==> config.mk <==
export PLATFORM = sky130hd
export DESIGN_NAME = uart_cmd_decoder_flat
export DESIGN_NICKNAME = d
export VERILOG_FILES = /design/src/rtl/uart_cmd_decoder_if.sv /design/src/rtl/uart_cmd_decoder.sv /design/src/flat_wrapper.sv
export SDC_FILE = /design/constraint.sdc
export NUM_CORES = 1
export LEC_CHECK = 0
export BUFFER_PORTS_ARGS = -buffer_cell sky130_fd_sc_hd__buf_2
export CORE_ASPECT_RATIO = 1.75
export CORE_MARGIN = 3
export CORE_UTILIZATION = 50
export CTS_BUF_LIST = sky130_fd_sc_hd__clkbuf_16
export DETAILED_ROUTE_END_ITERATION = 10
export GPL_TIMING_DRIVEN = 0
export PLACE_DENSITY = 0.82
export SLEW_MARGIN = 0
export SYNTH_ARGS = -nofsm -noshare
export SYNTH_HDL_FRONTEND = slang
export SYNTH_SLANG_ARGS = --single-unit
==> constraint.sdc <==
create_clock -name clk -period 2.1 [get_ports clk]
set_clock_uncertainty 0.1 [all_clocks]
set_input_delay 0.63 -clock clk [delete_from_list [all_inputs] [get_ports clk]]
set_output_delay 0.63 -clock clk [all_outputs]
set_load 0.01 [all_outputs]
==> src/rtl/uart_cmd_decoder_if.sv <==
// UART RX unload handshake between the receive buffer (master) and the command decoder (slave).
interface uart_cmd_decoder_if;
  logic [7:0] rxdata;
  logic       rxempty;
  logic       uld_rx_data;

  modport master (output rxdata, output rxempty, input uld_rx_data);
  modport slave  (input rxdata, input rxempty, output uld_rx_data);
endinterface

==> src/rtl/uart_cmd_decoder.sv <==
// Parses 1- and 2-byte host commands from the UART RX buffer into trigger mask,
// sample divider and one-cycle arm/status/error pulses.
module uart_cmd_decoder #(
  parameter int unsigned TIMEOUT_CYCLES = 50000000,
  parameter logic [2:0]  MASK_DEFAULT   = 3'b111
) (
  input  logic                clk,
  input  logic                rst,
  uart_cmd_decoder_if.slave   uart,
  output logic [2:0]          triggerBlock_Mask,
  output logic [7:0]          sample_div,
  output logic                capture_arm,
  output logic                status_req,
  output logic                cmd_error,
  output logic [2:0]          state_debug
);

  localparam int CNT_W = (TIMEOUT_CYCLES > 32'd1) ? $clog2(TIMEOUT_CYCLES) : 1;
  localparam logic [CNT_W-1:0] CNT_LAST = CNT_W'(TIMEOUT_CYCLES - 32'd1);
  localparam logic [CNT_W-1:0] CNT_MAX  = {CNT_W{1'b1}};
  localparam logic [CNT_W-1:0] CNT_ONE  = CNT_W'(1);

  localparam logic [7:0] OP_MASK   = 8'h4D;
  localparam logic [7:0] OP_DIV    = 8'h44;
  localparam logic [7:0] OP_ARM    = 8'h52;
  localparam logic [7:0] OP_STATUS = 8'h3F;

  typedef enum logic [2:0] {
    IDLE      = 3'd0,
    FETCH_OP  = 3'd1,
    CAPT_OP   = 3'd2,
    WAIT_ARG  = 3'd3,
    FETCH_ARG = 3'd4,
    CAPT_ARG  = 3'd5,
    EXEC      = 3'd6,
    DRAIN     = 3'd7
  } state_t;

  state_t           state_r;
  logic [7:0]       op_r;
  logic [7:0]       arg_r;
  logic [CNT_W-1:0] cnt_r;
  logic             empty_seen_r;
  logic             uld_r;
  logic [2:0]       mask_r;
  logic [7:0]       div_r;
  logic             arm_r;
  logic             status_r;
  logic             err_r;

  // Command FSM with all outputs registered; pulses default low each cycle.
  always_ff @(posedge clk or negedge rst) begin
    if (!rst) begin
      state_r      <= IDLE;
      op_r         <= 8'h00;
      arg_r        <= 8'h00;
      cnt_r        <= {CNT_W{1'b0}};
      empty_seen_r <= 1'b0;
      uld_r        <= 1'b0;
      mask_r       <= MASK_DEFAULT;
      div_r        <= 8'h00;
      arm_r        <= 1'b0;
      status_r     <= 1'b0;
      err_r        <= 1'b0;
    end else begin
      uld_r    <= 1'b0;
      arm_r    <= 1'b0;
      status_r <= 1'b0;
      err_r    <= 1'b0;
      case (state_r)
        IDLE: begin
          if (!uart.rxempty) begin
            state_r <= FETCH_OP;
            uld_r   <= 1'b1;
          end else begin
            state_r <= IDLE;
          end
        end
        FETCH_OP: state_r <= CAPT_OP;
        CAPT_OP: begin
          op_r <= uart.rxdata;
          case (uart.rxdata)
            OP_ARM, OP_STATUS: state_r <= EXEC;
            OP_MASK, OP_DIV: begin
              state_r      <= WAIT_ARG;
              cnt_r        <= {CNT_W{1'b0}};
              empty_seen_r <= 1'b0;
            end
            default: begin
              err_r   <= 1'b1;
              state_r <= DRAIN;
            end
          endcase
        end
        // The opcode byte must be seen gone (rxempty=1) before the next byte counts as the argument.
        WAIT_ARG: begin
          if (empty_seen_r && !uart.rxempty) begin
            state_r <= FETCH_ARG;
            uld_r   <= 1'b1;
            cnt_r   <= {CNT_W{1'b0}};
          end else if (cnt_r == CNT_LAST) begin
            err_r   <= 1'b1;
            state_r <= IDLE;
            cnt_r   <= {CNT_W{1'b0}};
          end else begin
            if (uart.rxempty) begin
              empty_seen_r <= 1'b1;
            end else begin
              empty_seen_r <= empty_seen_r;
            end
            if (cnt_r != CNT_MAX) begin
              cnt_r <= cnt_r + CNT_ONE;
            end else begin
              cnt_r <= cnt_r;
            end
          end
        end
        FETCH_ARG: state_r <= CAPT_ARG;
        CAPT_ARG: begin
          arg_r   <= uart.rxdata;
          state_r <= EXEC;
        end
        EXEC: begin
          case (op_r)
            OP_MASK:   mask_r   <= arg_r[2:0];
            OP_DIV:    div_r    <= arg_r;
            OP_ARM:    arm_r    <= 1'b1;
            OP_STATUS: status_r <= 1'b1;
            default:   err_r    <= 1'b1;
          endcase
          state_r <= DRAIN;
        end
        DRAIN: begin
          if (uart.rxempty) begin
            state_r <= IDLE;
          end else begin
            state_r <= DRAIN;
          end
        end
        default: state_r <= IDLE;
      endcase
    end
  end

  assign uart.uld_rx_data  = uld_r;
  assign triggerBlock_Mask = mask_r;
  assign sample_div        = div_r;
  assign capture_arm       = arm_r;
  assign status_req        = status_r;
  assign cmd_error         = err_r;
  assign state_debug       = state_r;

endmodule

==> src/flat_wrapper.sv <==
// flat-port wrapper written by rule: the top's interface ports become plain ports
module uart_cmd_decoder_flat 
#(
  parameter int unsigned TIMEOUT_CYCLES = 50000000,
  parameter logic [2:0]  MASK_DEFAULT   = 3'b111
)
  (clk, rst, triggerBlock_Mask, sample_div, capture_arm, status_req, cmd_error, state_debug, uart_rxdata, uart_rxempty, uart_uld_rx_data);
  uart_cmd_decoder_if uart_i ();
  input  logic clk;
  input  logic rst;
  output logic [2:0] triggerBlock_Mask;
  output logic [7:0] sample_div;
  output logic capture_arm;
  output logic status_req;
  output logic cmd_error;
  output logic [2:0] state_debug;
  input wire logic [$bits(uart_i.rxdata)-1:0] uart_rxdata;
  input wire logic [$bits(uart_i.rxempty)-1:0] uart_rxempty;
  output wire logic [$bits(uart_i.uld_rx_data)-1:0] uart_uld_rx_data;
  assign uart_i.rxdata = uart_rxdata;
  assign uart_i.rxempty = uart_rxempty;
  assign uart_uld_rx_data = uart_i.uld_rx_data;
  uart_cmd_decoder #(.TIMEOUT_CYCLES(TIMEOUT_CYCLES), .MASK_DEFAULT(MASK_DEFAULT)) u_core (.clk(clk), .rst(rst), .uart(uart_i), .triggerBlock_Mask(triggerBlock_Mask), .sample_div(sample_div), .capture_arm(capture_arm), .status_req(status_req), .cmd_error(cmd_error), .state_debug(state_debug));
endmodule
## Yosys cells after proc, flatten, opt, wreduce, memory -nomap -nowiden

Cells that the tools add are included.

- Output and inout port bits: 18
- Input bits: 11
- Bits in registers: 61

- Reduce and logical (&&, ||, !) cells: 12
- Equality and inequality tests: 23
- Add/subtract/negate cells: 1
- Muxes and demuxes: 28

Operator list:

| kind | count |
|---|---|
| 26-bit 2-to-1 mux | 4 |
| 26-bit one-hot mux with 2 select lines | 1 |
| 8-bit by 7-bit == test with 1-bit output, second input constant | 6 |
| 26-bit by 1-bit adder with 26-bit output, second input constant | 1 |
| 26-bit == test, second input constant | 1 |
| 26-bit inequality test, second input constant | 1 |
| 3-bit one-hot mux with 8 select lines | 1 |
| 8-bit by 6-bit == test with 1-bit output, second input constant | 2 |
| 1-bit 2-to-1 mux | 15 |
| 3-bit == test, second input constant | 4 |
| 3-bit 2-to-1 mux | 3 |
| 4-bit OR reduction | 2 |
| 3-bit by 2-bit == test with 1-bit output, second input constant | 2 |
| 2-bit inequality test, second input constant | 3 |
| 3-bit one-hot mux with 2 select lines | 1 |
| 5-bit AND reduction | 1 |
| 4-bit by 1-bit inequality test with 1-bit output, second input constant | 1 |
| 1-bit one-hot mux with 2 select lines | 2 |
| 2-bit AND reduction | 2 |
| 2-bit OR reduction | 2 |
| 3-bit by 1-bit == test with 1-bit output, second input constant | 1 |
| 3-bit zero test | 1 |
| 3-bit by 1-bit inequality test with 1-bit output, second input constant | 1 |
| 1-bit one-hot mux with 3 select lines | 1 |
| other kinds (5) | 5 |

## Logic depth before layout (Yosys ltp)

Gate-level depths: netlist of the first run.

- Depth after elaboration: 5
- Mapped depth: 7
- Gate-level depth less buffers: 6

## Least setup slack after synthesis of the first run

OpenSTA, ideal clock, no wires.

- Path kind: input -> register
- Start: input port uart_rxdata[1]
- End: register u_core.cnt_r[0]
- Arrival: 2132 ps
- Path slack: -262 ps
- Required time: 1870 ps
- Buffers on the path: 2
- Stages: 7
- Setup time: 130 ps
- Cells stage by stage: or4b_1 or3_1 buf_2 a21o_1 buf_6 a31oi_1 mux2i_1

- Longest elaborated chain between the ends: 4
- Elaborated cells between the ends (all ways): 5
- Classes of those cells: 3 x eq/ne; 2 x reduce/logical

RTL lines:

| element | RTL line | source |
|---|---|---|
| start, declared | flat_wrapper.sv:17 | `input wire logic [$bits(uart_i.rxdata)-1:0] uart_rxdata;` |
| 8-bit by 7-bit == test with 1-bit output | uart_cmd_decoder.sv:82 | `case (uart.rxdata)` |
| 2-bit OR reduction * | uart_cmd_decoder.sv:82 |  |
| 2-bit by 1-bit inequality test with 1-bit output (no line) * | -- |  |
| 3-bit AND reduction (no line) * | -- |  |
| end signal, assigned | uart_cmd_decoder.sv:86 | `cnt_r <= {CNT_W{1'b0}};` |
| end signal, assigned | uart_cmd_decoder.sv:100 | `cnt_r <= {CNT_W{1'b0}};` |
| end signal, assigned | uart_cmd_decoder.sv:104 | `cnt_r <= {CNT_W{1'b0}};` |
| end, declared | uart_cmd_decoder.sv:42 | `logic [CNT_W-1:0] cnt_r;` |

Mark *: on every way between the ends. The rest lies on a longest branch, timed or not.
A chain may end at the register's enable or synchronous reset.

## Worst setup path after layout of the first run

Ends and elaborated chain as after synthesis.

==> results.sh, run 1 <==
export IMPL_coreArea_sq_mm=0.00632
export IMPL_insertion_delay_ns=0.34
export IMPL_drt_initial_drc_count=451
export IMPL_antenna_cells=0
export IMPL_fp_dieArea_sq_mm=0.00769
export IMPL_cts_root_buffer="clkbuf_16"
export IMPL_outcome="complete, but fails checks"
export IMPL_grt_pass1_vias=3234
export IMPL_clockPowerShare=0.344
export IMPL_period_minus_slack_ns=2.19
export IMPL_final_period_utilization=1.04
export IMPL_synth_edf_count=0
export IMPL_synthFlopType="dfrtp_1"
export IMPL_fmax_ghz=0.456
export IMPL_ant_nets=0
export IMPL_hp_class="in2async"
export IMPL_floorplan_initialDensity=0.525
export IMPL_leakagePower_nw=1.86
export IMPL_dieWidth_um=67.6
export IMPL_area_delta_synth_final_pct=33.8
export IMPL_hold_viol_final=0
export IMPL_p_sw_mw=1.49
export IMPL_drive_above_1_share=0.422
export IMPL_critical_path_buf_inv_count=3
export IMPL_drtPass1Iterations=6
export IMPL_slew_violations=0
export IMPL_syn_nets=341
export IMPL_critical_path_class="in2reg"
export IMPL_finalPower_mw=4.59
export IMPL_async_flop_share=1.00
export IMPL_syn_inst=329
export IMPL_dr_total_vias=3355
export IMPL_cp_end_kind="flop"
export IMPL_cts_buffers=9
export IMPL_violations="setup timing"
export IMPL_overflow=0
export IMPL_grt_setup_unrepaired="true"
export IMPL_clk_pin_slew_worst_paths_ns=0.05
export IMPL_antenna_found_initial=0
export IMPL_die_y_um=114
export IMPL_ctsHoldBuffers=0
export IMPL_track_usage=0.285
export IMPL_fillers=433
export IMPL_p_int_mw=3.10
export IMPL_cp_cell_sequence="buf_8 -> or4b_1 -> or3_1 -> buf_6 -> a21o_1 -> buf_6 -> a31oi_4 -> mux2i_1"
export IMPL_place_congestion=1.06
export IMPL_avgRoutedWirePerCell_um=22.9
export IMPL_clock_path_buffers=2
export IMPL_fin_area_sq_mm=0.00444
export IMPL_critPathMaxStageDelay_ns=0.50
export IMPL_pwr_density_cell_mw_per_mm2=1030
export IMPL_critPathTopFamily="simple AND/OR/NAND/NOR gates"
export IMPL_grt_pass1_wl_um=16200
export IMPL_post_route_util=0.703
export IMPL_synth_seq_cells=61
export IMPL_finalSetupViolations=11
export IMPL_vdd_drop_max_mv=0.558
export IMPL_avgSynthCellArea_sq_um=10.1
export IMPL_crit_slowest_cell="or4b_1"
export IMPL_nNetsFinal=410
export IMPL_clkSinkCount=61
export IMPL_relSlewSlack=0.497
export IMPL_grt_max_degree=62
export IMPL_route_detailed_drc=0
export IMPL_drv_cap=0
export IMPL_cp_arrival_ns=2.30
export IMPL_critPathRequiredTime_ns=2.21
export IMPL_place_area_sq_mm=0.00358
export IMPL_critPathMaxFanout=5
export IMPL_tns_ns=-0.591
export IMPL_yosysWarnings=0
export IMPL_syn_area_sq_mm=0.00332
export IMPL_io_buffers=28
export IMPL_seq_power_share=0.368
export IMPL_start_kind="input port"
export IMPL_swShare=0.325
export IMPL_cts_tree="built"
export IMPL_h_tree_depth=3
export IMPL_rows=38
export IMPL_via_per_inst=6.95
export IMPL_drt_wl_total_um=11100
export IMPL_synth_distinct_cells=54
export IMPL_setup_ws_ns=-0.0928
export IMPL_post_dp_hpwl_um=6320
export IMPL_crit_top_cell="buf_6"
export IMPL_tightestPinTransition_ns=0.754
export IMPL_io_pins=29
export IMPL_comb_power_share=0.288
export IMPL_synth_seq_area_share=0.461
[cell usage after synthesis, drive strengths merged, types with 2 or more instances]
| cell | n | area [sq um] |
|---|---|---|
| or4b | 2 | 20.0 |
| dfstp | 3 | 78.8 |
| o2111ai | 4 | 35.0 |
| clkbuf | 12 | 45.0 |
| nand3b | 5 | 37.5 |
| or4 | 7 | 52.6 |
| mux2 | 27 | 304 |
| and4 | 2 | 17.5 |
| dfrtp | 58 | 1450 |
| a211oi | 4 | 30.0 |
| inv | 7 | 26.3 |
| o211ai | 11 | 82.6 |
| a21oi | 11 | 66.3 |
| nand3 | 17 | 85.1 |
| buf | 8 | 46.3 |
| or3 | 4 | 25.0 |
| nand2b | 5 | 31.3 |
| nand4 | 11 | 81.3 |
| o22ai | 3 | 18.8 |
| and2 | 2 | 12.5 |
| a211o | 2 | 17.5 |
| nand4b | 2 | 17.5 |
| nor2 | 17 | 63.8 |
| a31oi | 26 | 163 |
| nand2 | 28 | 105 |
| or2 | 2 | 12.5 |
| and3 | 6 | 37.5 |
| nor4 | 9 | 77.6 |
| xor2 | 2 | 17.5 |
| nor3 | 4 | 36.3 |
| a2bb2oi | 2 | 23.8 |
| o311ai | 2 | 17.5 |
| o21ai | 9 | 45.0 |
| a41oi | 6 | 52.6 |
[layout by cell type (no fill, tap or decap), types with 4 or more instances in the layout]
cell type,instances
a211oi_1,4
or4_1,4
nand2_1,26
nor2_1,15
o211ai_1,11
inv_1,6
and3_1,6
buf_4,30
a41oi_1,5
nand3b_1,5
dfrtp_1,43
nor4_1,5
nand4_1,9
nand3_1,14
buf_6,9
dfrtp_2,15
a21oi_1,10
nor4_4,4
o21ai_0,8
mux2_2,26
or3_1,4
buf_2,26
nand2b_1,5
a31oi_1,21
clkbuf_16,10
clkbuf_2,5
[path summary, 6_finish.rpt]
| kind | from | end | slack (ns) | depth (start not counted) |
|---|---|---|---|---|
| worst max-delay path | uart_rxdata[1] | u_core.cnt_r[0] | -0.09 | 8 |
| worst min-delay path | rst | u_core.state_debug[2] | 0.27 | 1 |
| worst max register to register | u_core.cnt_r[1] | u_core.cnt_r[20] | -0.08 | 8 |
| worst min register to register | u_core.sample_div[3] | u_core.sample_div[3] | 0.39 | 1 |
| max in group asynchronous | rst | u_core.cnt_r[23] | 1.09 | 1 |
| min in group clk | u_core.sample_div[3] | u_core.sample_div[3] | 0.39 | 1 |
[what timing repair did]
action                     in CTS  in global routing
pin swaps                      11                 11
setup endpoints to repair      35                 38
gates cloned                    2                  1
gates resized for setup        47                 40
buffers inserted               12                 17
[cell type report]
cell class	count	area, sq um	area share
timing repair buffer	60	432	0.0971
tap	80	100	0.0225
multi-input combinational	241	1880	0.423
inverter	7	26.3	0.00591
clock inverter	7	90.1	0.0203
sequential	61	1550	0.349
buffer	18	143	0.0321
clock buffer	9	225	0.0507
[per-stage QoR]
stage | worst slack, ns | instances | hold slack, ns
global route | -0.204 | 483 | 0.329
finish | -0.0928 | 483 | 0.268
detailed placement | -0.504 | 437 | 0.380
CTS | -0.0699 | 465 | 0.391
floorplan | -0.252 | 329 | 0.234
global placement | -0.495 | 437 | 0.361
[power groups by stage]
stage / combinational, mW / sequential (mW) / clock (mW)
5_1_grt: 1.43 / 1.72 / 1.66
6_report: 1.32 / 1.69 / 1.58
4_1_cts: 1.22 / 1.68 / 1.60
3_3_place_gp: 1.07 / 1.66 / 0
3_5_place_dp: 1.11 / 1.69 / 0
2_1_floorplan: 0.739 / 1.68 / 0
[flip-flops by register name, summed over array words and instances (netlist names)]
signal,flops
u_core.capture_arm,1
u_core.cmd_error,1
u_core.arg_r,8
u_core.cnt_r,26
u_core.uart.uld_rx_data,1
u_core.sample_div,8
u_core.op_r,8
u_core.empty_seen_r,1
u_core.triggerBlock_Mask,3
u_core.state_debug,3
u_core.status_req,1
[metal layers]
layer,vias up,routed length [um],GRT usage
met4,0,1070,0.230
li1,1414,-,-
met1,1557,3480,0.283
met3,106,1050,0.0857
met5,-,0,0
met2,278,5480,0.471
[kinds of logic after synthesis]
group / after synthesis / synth area share
muxes: 28 / 0.0946
and+or+nand+nor: 125 / 0.220
adders and majority gates: 1 / 0.00377
xor gates and xnor gates: 3 / 0.00791
AOI/OAI and AO/OA: 84 / 0.177
DFF: 61 / 0.461
buffers and inverters: 27 / 0.0354
Note: power is estimated with default switching activity, not from simulation.
==> run 2: changes to the inputs <==
PLACE_DENSITY = 0.8   (was 0.82)
clock period = 2.7 ns   (was 2.1 ns; I/O delays follow)
==> run 2 against run 1 <==
The flow now finishes without violations. Hold slack gained 0.12 ns. Cell count down 6.2%. Register-to-register slack better by 0.27 ns. Die area is the same. Sequential power shrank 22%. Count of clock-buffer cells in the layout unchanged. Sequential share of layout area rose by 4.6 points. Cell area decreased by 13%. Clock power down 25%. Utilization decreased by 8.9 points. Largest cell class unchanged. Largest power group unchanged.
==> results.sh, run 2 (synthesized netlist as in run 1, its figures left out) <==
export IMPL_outcome="complete, no violations"
export IMPL_fp_dieArea_sq_mm=0.00769
export IMPL_ant_nets=0
export IMPL_leakagePower_nw=1.62
export IMPL_post_cts_resized=0
export IMPL_clockPowerShare=0.356
export IMPL_coreArea_sq_mm=0.00632
export IMPL_io_buffers=28
export IMPL_p_int_mw=2.30
export IMPL_critPathMaxStageDelay_ns=0.52
export IMPL_clock_path_buffers=2
export IMPL_drt_wl_total_um=9250
export IMPL_floorplan_initialDensity=0.525
export IMPL_ctsHoldBuffers=0
export IMPL_p_sw_mw=1.04
export IMPL_fin_area_sq_mm=0.00388
export IMPL_cp_end_kind="flop"
export IMPL_dp_cells=437
export IMPL_final_period_utilization=0.977
export IMPL_swShare=0.311
export IMPL_use_met2=0.440
export IMPL_hold_viol_final=0
export IMPL_critical_path_buf_inv_count=3
export IMPL_pwr_density_cell_mw_per_mm2=862
export IMPL_drv_cap=0
export IMPL_finalSetupViolations=0
export IMPL_start_kind="input port"
export IMPL_finalPower_mw=3.34
export IMPL_drive_above_1_share=0.244
export IMPL_drt_initial_drc_count=322
export IMPL_fmax_ghz=0.379
export IMPL_layout_commonest_cell="dfrtp_1"
export IMPL_rows=38
export IMPL_grt_max_degree=62
export IMPL_dr_total_vias=2998
export IMPL_comb_power_share=0.254
export IMPL_cp_arrival_ns=2.74
export IMPL_largest_register_ffs=26
export IMPL_critical_path_class="in2reg"
export IMPL_post_cts_buffers=0
export IMPL_crit_slowest_cell="or4b_1"
export IMPL_slew_violations=0
export IMPL_avgRoutedWirePerCell_um=20.4
export IMPL_layout_common_cells="58 x dfrtp_1, 33 x buf_2, 28 x nand2_1"
export IMPL_reg2reg_from="u_core.cnt_r[0]"
export IMPL_grt_pass1_vias=3118
export IMPL_grt_setup_unrepaired="false"
export IMPL_grt_pass1_wl_um=15300
export IMPL_insertion_delay_ns=0.33
export IMPL_hold_depth=1
export IMPL_relSlewSlack=0.493
export IMPL_route_detailed_drc=0
export IMPL_rr_worst_depth=7
export IMPL_crit_top_cell="buf_2"
export IMPL_antenna_cells=0
export IMPL_nNetsFinal=380
export IMPL_cts_root_buffer="clkbuf_16"
export IMPL_hold_end="u_core.sample_div[3]"
export IMPL_post_dp_hpwl_um=6590
export IMPL_hp_class="reg2reg"
export IMPL_hold_path_startpoint="u_core.arg_r[3]"
export IMPL_top_register="u_core.cnt_r"
export IMPL_critPathTopFamily="simple AND/OR/NAND/NOR gates"
export IMPL_drtPass1Iterations=7
export IMPL_busiest_layer="met2"
export IMPL_cts_tree="built"
export IMPL_dieWidth_um=67.6
export IMPL_critPathRequiredTime_ns=2.80
export IMPL_critPathMaxFanout=10
export IMPL_h_tree_depth=3
export IMPL_use_met1=0.279
export IMPL_tightestPinTransition_ns=0.760
export IMPL_place_congestion=0.947
export IMPL_final_cell_count_no_fill=453
export IMPL_die_y_um=114
export IMPL_antenna_found_initial=0
export IMPL_io_pins=29
export IMPL_track_usage=0.269
export IMPL_seq_power_share=0.390
export IMPL_overflow=0
export IMPL_via_per_inst=6.62
export IMPL_clk_pin_slew_worst_paths_ns=0.05
export IMPL_r2r_end="u_core.cnt_r[0]"
export IMPL_vdd_drop_max_mv=0.611
export IMPL_cp_cell_sequence="buf_2 -> or4b_1 -> or3_1 -> buf_2 -> a21oi_4 -> clkbuf_4 -> a31oi_1"
export IMPL_cts_buffers=9
export IMPL_period_minus_slack_ns=2.64
export IMPL_rrSetupSlack_ns=0.19
export IMPL_clkSinkCount=61
export IMPL_area_delta_synth_final_pct=16.9
export IMPL_met3_usage=0.0680
export IMPL_place_area_sq_mm=0.00356
## run 2: cell types whose count changed in the layout (fill, tap and decap cells not counted), sizes merged
cell    change
buf        -33
clkbuf      +3
clkinv      -3
inv         +3
## run 2: how the worst max path moves through the flow
stage	startpoint	end	slack [ns]	depth (start not counted)
after floorplan	uart_rxdata[1]	u_core.cnt_r[0]	0.16	7
after global placement	uart_rxdata[1]	u_core.cnt_r[21]	-0.21	7
after detailed placement	uart_rxdata[1]	u_core.cnt_r[18]	-0.26	7
after CTS	u_core.cnt_r[0]	u_core.cnt_r[5]	0.007	6
after global routing	uart_rxdata[1]	u_core.cnt_r[23]	0.02	7
final	uart_rxdata[1]	u_core.cnt_r[18]	0.06	7
## run 2: area by class of cell
| type | count | area [sq um] |
|---|---|---|
| clock buffer | 9 | 225 |
| clock inverter | 7 | 83.8 |
| tap | 80 | 100 |
| sequential | 61 | 1530 |
| fill | 520 | 2440 |
| multi-input combinational | 241 | 1680 |
| timing repair buffer | 28 | 143 |
| buffer | 20 | 93.8 |
| inverter | 7 | 26.3 |
## run 2: power by group through the flow
stage | Clock [mW] | Sequential [mW] | Combinational, mW
2_1_floorplan | 0 | 1.31 | 0.559
5_1_grt | 1.24 | 1.33 | 0.944
4_1_cts | 1.21 | 1.30 | 0.846
3_3_place_gp | 0 | 1.30 | 0.817
3_5_place_dp | 0 | 1.31 | 0.837
6_report | 1.19 | 1.31 | 0.849
## run 2: through the flow
stage / utilization / worst slack (ns) / hold WS, ns / setup TNS, ns
final: 0.614 / 0.0627 / 0.393 / 0
after global routing: 0.614 / 0.0210 / 0.403 / 0
after CTS: 0.612 / 0.00742 / 0.388 / 0
after detailed placement: 0.563 / -0.261 / 0.375 / -2.80
after global placement: 0.563 / -0.209 / 0.362 / -2.09
after floorplan: - / 0.158 / 0.352 / 0
## run 2: routing by layer
layer,part of all wire,vias to the layer above
met5,0,-
met4,0.073,0
met3,0.064,61
met2,0.52,170
met1,0.34,1419
li1,-,1348
==> run 3: changes to the inputs <==
CELL_PAD_IN_SITES_DETAIL_PLACEMENT = 1   (was default)
CELL_PAD_IN_SITES_GLOBAL_PLACEMENT = 2   (was default)
CORE_UTILIZATION = 41   (was 50)
PLACE_DENSITY = 0.95   (was 0.8)
==> run 3 against run 2 <==
Routed wire length up 15%. Critical path type unchanged. Highest routed layer unchanged. Sequential cell count unchanged. Die area grew 20%. Largest power group unchanged. Clock power shrank 7%. Critical path depth unchanged. Register-to-register slack got worse by 0.02 ns.
==> results.sh, run 3 (synthesized netlist as in run 1, its figures left out) <==
export IMPL_grt_pass1_wl_um=17200
export IMPL_drt_initial_drc_count=165
export IMPL_final_cell_count_no_fill=461
export IMPL_swShare=0.327
export IMPL_clk_pin_slew_worst_paths_ns=0.05
export IMPL_post_route_util=0.500
export IMPL_rows=42
export IMPL_fp_dieArea_sq_mm=0.00926
export IMPL_die_y_um=125
export IMPL_dr_total_vias=3066
export IMPL_top_register="u_core.cnt_r"
export IMPL_place_congestion=0.918
export IMPL_drv_cap=0
export IMPL_leakagePower_nw=1.60
export IMPL_drtPass1Iterations=4
export IMPL_critPathMaxFanout=10
export IMPL_cp_arrival_ns=2.69
export IMPL_overflow=0
export IMPL_cts_root_buffer="clkbuf_16"
export IMPL_drt_wl_total_um=10600
export IMPL_post_dp_hpwl_um=7500
export IMPL_largest_register_ffs=26
export IMPL_finalSetupViolations=0
export IMPL_relSlewSlack=0.471
export IMPL_tightestPinTransition_ns=0.794
export IMPL_outcome="complete, no violations"
export IMPL_clkSinkCount=61
export IMPL_area_delta_synth_final_pct=16.4
export IMPL_pwr_density_cell_mw_per_mm2=850
export IMPL_p_sw_mw=1.08
export IMPL_final_period_utilization=0.960
export IMPL_layout_commonest_cell="dfrtp_1"
export IMPL_cp_end_kind="flop"
export IMPL_drive_above_1_share=0.244
export IMPL_floorplan_initialDensity=0.430
export IMPL_start_kind="input port"
export IMPL_io_buffers=28
export IMPL_grt_setup_unrepaired="false"
export IMPL_hold_viol_final=0
export IMPL_route_detailed_drc=0
export IMPL_period_minus_slack_ns=2.59
export IMPL_clock_path_buffers=2
export IMPL_grt_pass1_vias=3390
export IMPL_fmax_ghz=0.386
export IMPL_via_per_inst=6.65
export IMPL_critPathRequiredTime_ns=2.80
export IMPL_fin_area_sq_mm=0.00387
export IMPL_slew_violations=0
export IMPL_grt_max_degree=62
export IMPL_cts_buffers=9
export IMPL_place_area_sq_mm=0.00357
export IMPL_antenna_cells=0
export IMPL_coreArea_sq_mm=0.00772
export IMPL_finalPower_mw=3.29
export IMPL_layout_common_cells="58 x dfrtp_1, 33 x buf_2, 28 x nand2_1"
export IMPL_p_int_mw=2.21
export IMPL_dp_cells=445
export IMPL_seq_power_share=0.397
export IMPL_hp_class="reg2reg"
export IMPL_post_cts_buffers=0
export IMPL_holdWs_ns=0.385
export IMPL_h_tree_depth=3
export IMPL_track_usage=0.245
export IMPL_ant_nets=0
export IMPL_avgRoutedWirePerCell_um=23.0
export IMPL_critical_path_class="in2reg"
export IMPL_comb_power_share=0.264
export IMPL_io_pins=29
export IMPL_cts_tree="built"
export IMPL_nNetsFinal=380
export IMPL_antenna_found_initial=0
export IMPL_insertion_delay_ns=0.33
export IMPL_clockPowerShare=0.339
export IMPL_dieWidth_um=74.0
export IMPL_vdd_drop_max_mv=0.398
-- run 3: critical path, stage by stage --
cell     delay, ns
buf_2         0.13
or4b_1        0.50
or3_1         0.34
buf_2         0.17
a21oi_4       0.35
buf_4         0.28
a31oi_1       0.11
-- run 3: power groups by stage --
stage	clock (mW)	sequential, mW	combinational [mW]
2_1_floorplan	0	1.31	0.559
3_3_place_gp	0	1.30	0.835
3_5_place_dp	0	1.32	0.864
4_1_cts	1.13	1.31	0.876
5_1_grt	1.17	1.33	0.963
6_report	1.11	1.30	0.867
-- run 3: timing repair --
| action | CTS | global route |
|---|---|---|
| pin swaps | 0 | 2 |
| endpoints found under the setup margin | 3 | 4 |
| endpoints found under the hold margin | 0 | 0 |
| gates resized for setup | 1 | 1 |
| hold buffers | 0 | 0 |
-- run 3: metrics by stage --
stage / TNS [ns] / setup slack (ns)
after floorplan: 0 / 0.158
after global placement: -3.41 / -0.318
after detailed placement: -3.61 / -0.324
after CTS: 0 / 0.0753
after global routing: 0 / 0.0159
final: 0 / 0.107
-- run 3: final cells by class --
class,count,area (sq um)
timing repair buffer,28,143
inverter,7,26.3
sequential,61,1530
tap,88,110
buffer,20,93.8
clock inverter,7,58.8
multi-input combinational,241,1680
fill,895,3860
clock buffer,9,225
-- run 3: final timing paths --
kind / from / to / slack [ns] / cells after the start
worst max-delay path: uart_rxdata[1] / u_core.cnt_r[21] / 0.11 / 7
worst min-delay path: u_core.arg_r[3] / u_core.sample_div[3] / 0.38 / 1
worst max register to register: u_core.cnt_r[11] / u_core.cnt_r[7] / 0.17 / 7
worst min register to register: u_core.arg_r[3] / u_core.sample_div[3] / 0.38 / 1
max in group asynchronous: rst / u_core.cnt_r[24] / 1.51 / 1
min in group asynchronous: rst / u_core.sample_div[3] / 0.45 / 1
-- run 3: layer usage --
| layer | wire length, um | global-route usage | up-vias |
|---|---|---|---|
| li1 | - | - | 1355 |
| met1 | 3760 | 0.247 | 1535 |
| met2 | 5630 | 0.423 | 122 |
| met3 | 539 | 0.0434 | 54 |
| met4 | 679 | 0.191 | 0 |
| met5 | 0 | 0 | - |
